[src/rtl/bullet_engine.sv]
// Enemy bullet stream for the battle phase: spawns one falling bullet at a time at an
// LFSR-chosen column, advances it on the synchronised slow tick and checks it against the player.
module bullet_engine #(
  parameter logic [7:0]  X_MIN     = 8'd16,
  parameter logic [7:0]  X_MAX     = 8'd200,
  parameter logic [7:0]  Y_TOP     = 8'd0,
  parameter logic [7:0]  Y_BOTTOM  = 8'd160,
  parameter logic [7:0]  SPEED     = 8'd4,
  parameter logic [7:0]  HIT_R     = 8'd6,
  parameter logic [3:0]  SPAWN_GAP = 4'd3,
  parameter logic [7:0]  WAVE_LEN  = 8'd8,
  parameter logic [7:0]  DAMAGE    = 8'd5,
  parameter logic [15:0] LFSR_SEED = 16'hACE1
) (
  input  logic        clk,
  input  logic        reset,
  input  logic        move_tick,
  input  logic        start,
  input  logic        enable,
  input  logic [15:0] playerPos,
  output logic [15:0] bulletPos,
  output logic [2:0]  bulletColor,
  output logic        hit,
  output logic [7:0]  damage,
  output logic        busy,
  output logic        wave_done,
  output logic [1:0]  dbg_state,
  output logic [15:0] dbg_lfsr
);

  localparam logic [1:0] S_IDLE = 2'd0;
  localparam logic [1:0] S_GAP  = 2'd1;
  localparam logic [1:0] S_FLY  = 2'd2;
  localparam logic [1:0] S_DONE = 2'd3;

  logic        sync1_q, sync2_q, sync3_q, tick_q;
  logic [15:0] lfsr_q, lfsr_d;
  logic [1:0]  state_q, state_d;
  logic [3:0]  gap_q, gap_d;
  logic [7:0]  count_q, count_d;
  logic [7:0]  bx_q, bx_d, by_q, by_d;
  logic [2:0]  color_q, color_d;
  logic [15:0] pcap_q, pcap_d;
  logic        hit_q, hit_d;
  logic        done_q, done_d;
  logic        busy_q, busy_d;

  logic        tick_d;
  logic        lfsr_fb;
  logic        moved;
  logic [7:0]  px, py, dx, dy;
  logic        collide, rule_ok, hit_now;
  logic [8:0]  y_sum;
  logic        miss;
  logic [7:0]  spawn_x;
  logic [2:0]  spawn_col;
  logic [7:0]  count_inc;

  // Edge detect on the second synchroniser stage; tick_q is the registered one-cycle pulse.
  assign tick_d  = sync2_q & ~sync3_q;
  assign lfsr_fb = lfsr_q[15] ^ lfsr_q[13] ^ lfsr_q[12] ^ lfsr_q[10];

  assign px    = playerPos[15:8];
  assign py    = playerPos[7:0];
  assign dx    = (bx_q >= px) ? (bx_q - px) : (px - bx_q);
  assign dy    = (by_q >= py) ? (by_q - py) : (py - by_q);
  assign moved = (playerPos != pcap_q);

  assign collide   = (dx <= HIT_R) && (dy <= HIT_R);
  assign y_sum     = {1'b0, by_q} + {1'b0, SPEED};
  assign miss      = (y_sum > {1'b0, Y_BOTTOM});
  assign spawn_x   = ((lfsr_q[7:0] >= X_MIN) && (lfsr_q[7:0] <= X_MAX)) ? lfsr_q[7:0] : X_MIN;
  assign spawn_col = lfsr_q[9] ? (lfsr_q[8] ? 3'd3 : 3'd2) : 3'd1;
  assign count_inc = count_q + 8'd1;

  always_comb begin
    rule_ok = 1'b0;
    case (color_q)
      3'd1:    rule_ok = 1'b1;
      3'd2:    rule_ok = moved;
      3'd3:    rule_ok = ~moved;
      default: rule_ok = 1'b0;
    endcase
  end

  assign hit_now = (state_q == S_FLY) && (color_q != 3'd0) && collide && rule_ok;

  always_comb begin
    state_d = state_q;
    gap_d   = gap_q;
    count_d = count_q;
    bx_d    = bx_q;
    by_d    = by_q;
    color_d = color_q;
    hit_d   = 1'b0;
    lfsr_d  = tick_q ? {lfsr_q[14:0], lfsr_fb} : lfsr_q;
    pcap_d  = tick_q ? playerPos : pcap_q;

    if (!enable) begin
      state_d = S_IDLE;
      color_d = 3'd0;
    end else begin
      case (state_q)
        S_IDLE: begin
          if (start) begin
            gap_d   = SPAWN_GAP;
            count_d = 8'd0;
            state_d = S_GAP;
          end
        end
        S_GAP: begin
          if (tick_q) begin
            if (gap_q == 4'd0) begin
              bx_d    = spawn_x;
              by_d    = Y_TOP;
              color_d = spawn_col;
              state_d = S_FLY;
            end else begin
              gap_d = gap_q - 4'd1;
            end
          end
        end
        S_FLY: begin
          // A hit resolves the bullet even on a tick cycle, so the move is dropped.
          if (hit_now || (tick_q && miss)) begin
            hit_d   = hit_now;
            color_d = 3'd0;
            count_d = count_inc;
            if (count_inc == WAVE_LEN) begin
              state_d = S_DONE;
            end else begin
              gap_d   = SPAWN_GAP;
              state_d = S_GAP;
            end
          end else if (tick_q) begin
            by_d = y_sum[7:0];
          end
        end
        default: state_d = S_IDLE;
      endcase
    end

    done_d = (state_d == S_DONE);
    busy_d = (state_d != S_IDLE);
  end

  always_ff @(posedge clk or negedge reset) begin
    if (!reset) begin
      sync1_q <= 1'b0;
      sync2_q <= 1'b0;
      sync3_q <= 1'b0;
      tick_q  <= 1'b0;
      lfsr_q  <= LFSR_SEED;
      state_q <= S_IDLE;
      gap_q   <= 4'd0;
      count_q <= 8'd0;
      bx_q    <= 8'd0;
      by_q    <= 8'd0;
      color_q <= 3'd0;
      pcap_q  <= 16'd0;
      hit_q   <= 1'b0;
      done_q  <= 1'b0;
      busy_q  <= 1'b0;
    end else begin
      sync1_q <= move_tick;
      sync2_q <= sync1_q;
      sync3_q <= sync2_q;
      tick_q  <= tick_d;
      lfsr_q  <= lfsr_d;
      state_q <= state_d;
      gap_q   <= gap_d;
      count_q <= count_d;
      bx_q    <= bx_d;
      by_q    <= by_d;
      color_q <= color_d;
      pcap_q  <= pcap_d;
      hit_q   <= hit_d;
      done_q  <= done_d;
      busy_q  <= busy_d;
    end
  end

  assign bulletPos   = {bx_q, by_q};
  assign bulletColor = color_q;
  assign hit         = hit_q;
  assign damage      = hit_q ? DAMAGE : 8'd0;
  assign busy        = busy_q;
  assign wave_done   = done_q;
  assign dbg_state   = state_q;
  assign dbg_lfsr    = lfsr_q;

endmodule
[config.mk]
export PLATFORM = sky130hd
export DESIGN_NAME = bullet_engine
export DESIGN_NICKNAME = d
export VERILOG_FILES = /design/src/rtl/bullet_engine.sv
export SDC_FILE = /design/constraint.sdc
export NUM_CORES = 1
export LEC_CHECK = 0
export BUFFER_PORTS_ARGS = -buffer_cell sky130_fd_sc_hd__buf_4
export CORE_UTILIZATION = 30
export CTS_BUF_LIST = sky130_fd_sc_hd__clkbuf_16
export DETAILED_ROUTE_END_ITERATION = 6
export PLACE_DENSITY = 0.45
export SLEW_MARGIN = 20
export SYNTH_ARGS = -nofsm -noshare
export SYNTH_HDL_FRONTEND = slang
export SYNTH_SLANG_ARGS = --single-unit
export TNS_END_PERCENT = 5
[constraint.sdc]
create_clock -name clk -period 9.3 [get_ports clk]
set_clock_uncertainty 0.15 [all_clocks]
set_input_delay 0.465 -clock clk [delete_from_list [all_inputs] [get_ports clk]]
set_output_delay 0.465 -clock clk [all_outputs]
set_load 0.02 [all_outputs]
==> metrics.cfg, run 1 <==
[floorplanning]
coreArea_sq_um=16100
rows=46
die_w_um=131
start_util_pct=31.1
die_height_um=131
pin_count=69
die_area_sq_um=17200

[final_layout]
layout-drive-gt1-share_pct=22.1
nFillCells=1638
stdcell_count=799
area_growth_syn_to_layout_pct=17.4
n_antenna_cell=0
nets=637
fin_area_sq_um=5860

[synthesis]
synth_most_common_cell=dfrtp_1
netlist_top_cells_count=61 x dfrtp_1, 48 x inv_1, 36 x ha_1, 31 x mux2_2, 27 x nand2_1
ys_seq_area_share_pct=34.8
async_flop_share_pct=100
synth_top_area_share_pct=30.5
synth_top_cell_by_area=dfrtp_1
ys_warn_count=0
synth_edf_count=0
netlist_instances=528
synth.area.top_cells=dfrtp_1 31%, ha_1 9.0%, mux2_2 7.0%
synth-seq-cells=69
synth_cell_type_count=77
ys.flop_type=dfrtp_1
synth_area_sq_um=5000
syn_area_per_cell_sq_um=9.46

[sta]
slew_headroom_pct=38.4
worst_pin_slew_ns=0.924
maxSlewViolCount=0
rsz0062_at_grt=false
period_share_pct=38.8
setup_viol=0
fin_crit_ns=3.61
timing_hold_violations_final=0
fin_setup_tns_ns=0
max_freq_mhz=277

[placement]
dp.cells=783
post_dp_cell_area_sq_um=5560
port_buffers=59
dpl.hpwl_mm=9.71
gp_congestion=0.874

[clock_network]
cts_root_buffer=clkbuf_16
postCtsHoldBufs=0
post_cts_resized=0
clock_latency_ns=0.34
cts_sinks=69
cts_tree=yes
cts-htree-levels=3
post_cts_buffers=0
cts_buffer_depth=2
numCtsBuffers=9
clkTransAtPathRegs_ns=0.06

[min_path]
hold_class=in2reg

[outcome]
status=finished clean

[detailed_routing]
dr.first_iter.drc_count=256
avgRoutedWirePerCell_um=16.6
remaining_drc_errors=0
postRouteAntennaNets=0
wl_mm=13.3
drtPass1Iterations=5
vias=4134
viasPerCell=5.17

[worst_setup_path]
crit_path_end_kind=flip-flop
worstPathMaxFanout=10
cp.arrival_ns=3.65
rrSetupSlack_ns=5.69
start_kind=flip-flop
path_class=reg2reg
critPathMaxStageDelay_ns=0.60
cp.required_ns=9.34
crit_chain=ha_1, o21ai_0, a2111oi_0, or3_1, nand4b_1, a211oi_2, o21ai_2, a2111oi_4, o221ai_1
cp_slowest_cell=a2111oi_4

[global_routing]
grt_pass1_vias=4123
grtUsageTotal_pct=16.6
antenna_found_initial=0
grt_max_degree=70
gr-total-overflow=0
grt_pass1_wl_mm=21.7

[pwr]
total_power_w=0.00105
irDropWorstVdd_mv=0.118
p_leak_nw=2.57
p_per_area_nw_per_um2=179

[run]
maxCapViolCount=0

cell type report:
class | instances | area, sq um | area share (%)
multi-input cells | 387 | 2910 | 49.7
flip-flops and latches | 69 | 1740 | 29.6
repair buffers | 60 | 450 | 7.68
well taps | 216 | 270 | 4.61
clock buffers | 9 | 225 | 3.84
inverters | 51 | 191 | 3.26
clock inverters | 7 | 76.3 | 1.30
through the flow:
step / worst slack [ns] / hold WS, ns / utilization, %
floorplan: 6.13 / 0.0194 / -
global placement: 5.70 / 0.194 / 34.6
detailed placement: 5.62 / 0.186 / 34.6
CTS: 5.64 / 0.0750 / 36.5
global route: 5.43 / 0.0804 / 36.5
finish: 5.69 / 0.0858 / 36.5
state kept, by name, indices dropped and copies added, names as in the netlist:
| signal | count |
|---|---|
| count_q | 8 |
| dbg_state | 2 |
| busy | 1 |
| gap_q | 4 |
| bulletColor | 2 |
| bx_q | 8 |
| wave_done | 1 |
| pcap_q | 16 |
| sync1_q | 1 |
| sync3_q | 1 |
| sync2_q | 1 |
| by_q | 6 |
| tick_q | 1 |
| dbg_lfsr | 16 |
| hit | 1 |
metal layers:
metal / up-vias / wire (um) / part of all wire (%) / GRT usage (%)
met2: 114 / 6170 / 46 / 26.0
li1: 2013 / - / - / -
met4: 0 / 283 / 2.1 / 7.71
met3: 21 / 458 / 3.5 / 2.48
met5: - / 0 / 0 / 0
met1: 1986 / 6360 / 48 / 22.6
layout by cell type, fill, tap and decap left out, types with 8 or more instances in the layout:
cell type | netlist | layout
nand2_1 | 27 | 27
nor3_1 | 14 | 14
ha_1 | 36 | 36
nor2_1 | 22 | 22
nand3_1 | 14 | 14
o21ai_0 | 24 | 24
mux2_2 | 31 | 31
nand4_1 | 11 | 11
inv_1 | 48 | 49
dfstp_2 | 8 | 8
xnor2_1 | 22 | 22
a21oi_1 | 25 | 25
a22o_1 | 9 | 9
buf_4 | 12 | 60
dfrtp_1 | 61 | 61
clkbuf_16 | 0 | 9
nor4_1 | 13 | 13
conb_1 | 2 | 11
power breakdown:
group          switching (W)  internal (W)  leakage, nW
Sequential         0.0000601      0.000361        0.862
Combinational       0.000141      0.000134         1.56
Clock               0.000143      0.000209        0.153
worst paths after layout:
path	from	to	cells after the start
min in group asynchronous	reset	count_q[0]	1
max in group asynchronous	reset	pcap_q[14]	1
worst max-delay path	by_q[3]	count_q[4]	9
worst max register to register	by_q[3]	count_q[4]	9
worst min register to register	sync1_q	sync2_q	0
worst min-delay path	move_tick	sync1_q	1
cells by family after synthesis:
logic type / Yosys count / share of synthesized area (%)
simple gates: 147 / 16.3
flops: 69 / 34.8
other cells: 2 / 0.150
fa+ha+maj: 38 / 9.81
mux: 37 / 8.19
xor+xnor: 27 / 4.73
buf+inv: 81 / 7.61
compound gates: 127 / 18.5
critical path: cells and delay by family, from the launching register on:
kind,cells,cell delay (ns)
flip-flops,1,0.52
AND/OR/NAND/NOR,2,0.61
AO/OA/AOI/OAI,6,1.71
adder cells (fa/ha/maj),1,0.46
No activity file was read; power rests on OpenSTA's default activity.
==> inputs of run 2 (changes only) <==
clock period = 3.5 ns   (was 9.3 ns; I/O delays follow)
==> metrics.cfg, run 2 (synthesized netlist as in run 1, its figures left out) <==
[detailed_routing]
remaining_drc_errors=0
drt-met1-wl_mm=6.59
drtPass1Iterations=5
highest_layer=met4
vias=4220
wl_mm=13.4
dr.first_iter.drc_count=259
viasPerCell=5.09
met2_length_mm=6.20
postRouteAntennaNets=0
met3_length_um=399
avgRoutedWirePerCell_um=16.2

[outcome]
status=finished clean

[global_routing]
grt_pass1_wl_mm=21.8
gr-total-overflow=0
grt_pass1_vias=4173
grt_max_degree=70
antenna_found_initial=0
grtUsageTotal_pct=16.6

[final_layout]
area_growth_syn_to_layout_pct=23.6
stdcell_count=829
final_common_cell=buf_4
n_antenna_cell=0
mostFrequentLayoutCells=72 x buf_4, 61 x dfrtp_1, 49 x inv_1
fin_area_sq_um=6180
layout-drive-gt1-share_pct=23.7
nets=667
nFillCells=1615

[worst_setup_path]
start_kind=input pin
critPathMaxStageDelay_ns=0.54
timing.rr.start=by_q[7]
crit_start=playerPos[8]
crit_top_cell=buf_4
ff2ff_path_depth=10
rrSetupSlack_ns=0.24
timing.rr.end=count_q[4]
crit_path_end_kind=flip-flop
cp_slowest_cell=dlygate4sd3_1
crit_chain=dlygate4sd3_1, buf_4, ha_1, fa_1, nor2b_1, o21ai_0, a211oi_1, o22a_1, nor3_1, buf_4, o21a_4, or2_2, a211o_1
path_class=in2reg
cp.required_ns=3.57
cp.arrival_ns=3.38
worstPathMaxFanout=18

[floorplanning]
start_util_pct=31.1
die_w_um=131
pin_count=69
die_area_sq_um=17200
die_height_um=131
coreArea_sq_um=16100
rows=46

[min_path]
hold_class=in2reg
min_from=playerPos[0]
hold_path_end=pcap_q[0]
holdPathStages=2

[sta]
fin_crit_ns=3.30
slew_headroom_pct=38.2
max_freq_mhz=303
rsz0062_at_grt=true
fin_setup_tns_ns=0
timing_hold_violations_final=0
period_share_pct=94.4
worst_pin_slew_ns=0.927
setup_viol=0
maxSlewViolCount=0

[pwr]
internal_power_w=0.00196
pwr-share-comb_pct=26.3
irDropWorstVdd_mv=0.326
seqPwrFrac_pct=38.6
p_clk_share_pct=35.1
power.switching_w=0.000920
p_per_area_nw_per_um2=466
p_leak_nw=2.72
p_sw_share_pct=31.9

[clock_network]
cts_tree=yes
cts_root_buffer=clkbuf_16
numCtsBuffers=9
post_cts_buffers=0
cts_buffer_depth=2
clock_latency_ns=0.34
cts-htree-levels=3
clkTransAtPathRegs_ns=0.06
cts_sinks=69

[placement]
port_buffers=59
dp.cells=796
post_dp_cell_area_sq_um=5660
gp_congestion=0.819
dpl.hpwl_mm=9.81

[run]
maxCapViolCount=0

-- run 2: cell types whose count changed in the layout (fill, tap and decap cells not counted), moves of 2 or more --
cell           before  now
inv_6               0    2
clkinv_4            3    1
buf_4              60   72
dlygate4sd3_1       0   17
-- run 2: critical path: cells and delay by family --
kind            cells  cell delay (ns)
fa+ha+maj           2             0.61
buf+inv             3             0.83
compound gates      5             1.15
simple gates        3             0.61
-- run 2: per-stage QoR --
| step | util, % | setup WS [ns] | hold slack [ns] | total power (W) |
|---|---|---|---|---|
| floorplan | - | 0.327 | -0.271 | 0.00158 |
| global placement | 35.3 | 0.236 | 0.135 | 0.00187 |
| detailed placement | 35.3 | 0.159 | 0.139 | 0.00187 |
| CTS | 38.3 | 0.0135 | 0.0161 | 0.00291 |
| global route | 38.5 | -0.0131 | 0.0192 | 0.00304 |
| finish | 38.5 | 0.196 | 0.0184 | 0.00288 |
-- run 2: final cells by class --
class                   count  area (sq um)  share of cell area, %
clock buffers               9           225                   3.65
clock inverters             7          97.6                   1.58
inverters                  51           191                   3.10
multi-input cells         387          2930                   47.5
flip-flops and latches     69          1740                   28.1
well taps                 216           270                   4.38
repair buffers             90           722                   11.7
-- run 2: timing repair --
item / CTS / global route
endpoints found under the hold margin: 77 / 0
endpoints found under the setup margin: 0 / 20
hold buffers: 17 / 0
gates resized for setup: 0 / 6
-- run 2: how the worst max path moves through the flow --
stage / endpoint / slack (ns)
2_1_floorplan: count_q[3] / 0.33
3_3_place_gp: count_q[3] / 0.24
3_5_place_dp: wave_done / 0.16
4_1_cts: wave_done / 0.01
5_1_grt: count_q[6] / -0.01
6_report: by_q[2] / 0.20
-- run 2: power by group through the flow --
stage	registers, W	clock network, W	logic (W)
after floorplan	0.00120	0	0.000387
after global placement	0.00112	0	0.000742
after detailed placement	0.00113	0	0.000748
after CTS	0.00111	0.00103	0.000766
after global routing	0.00114	0.00107	0.000828
final	0.00111	0.00101	0.000757
-- run 2: layer usage --
metal  GRT usage [%]  vias to the layer above
li1                -                     2057
met1            22.7                     2063
met2            26.3                       85
met3            2.48                       15
met4            6.29                        0
met5               0                        -
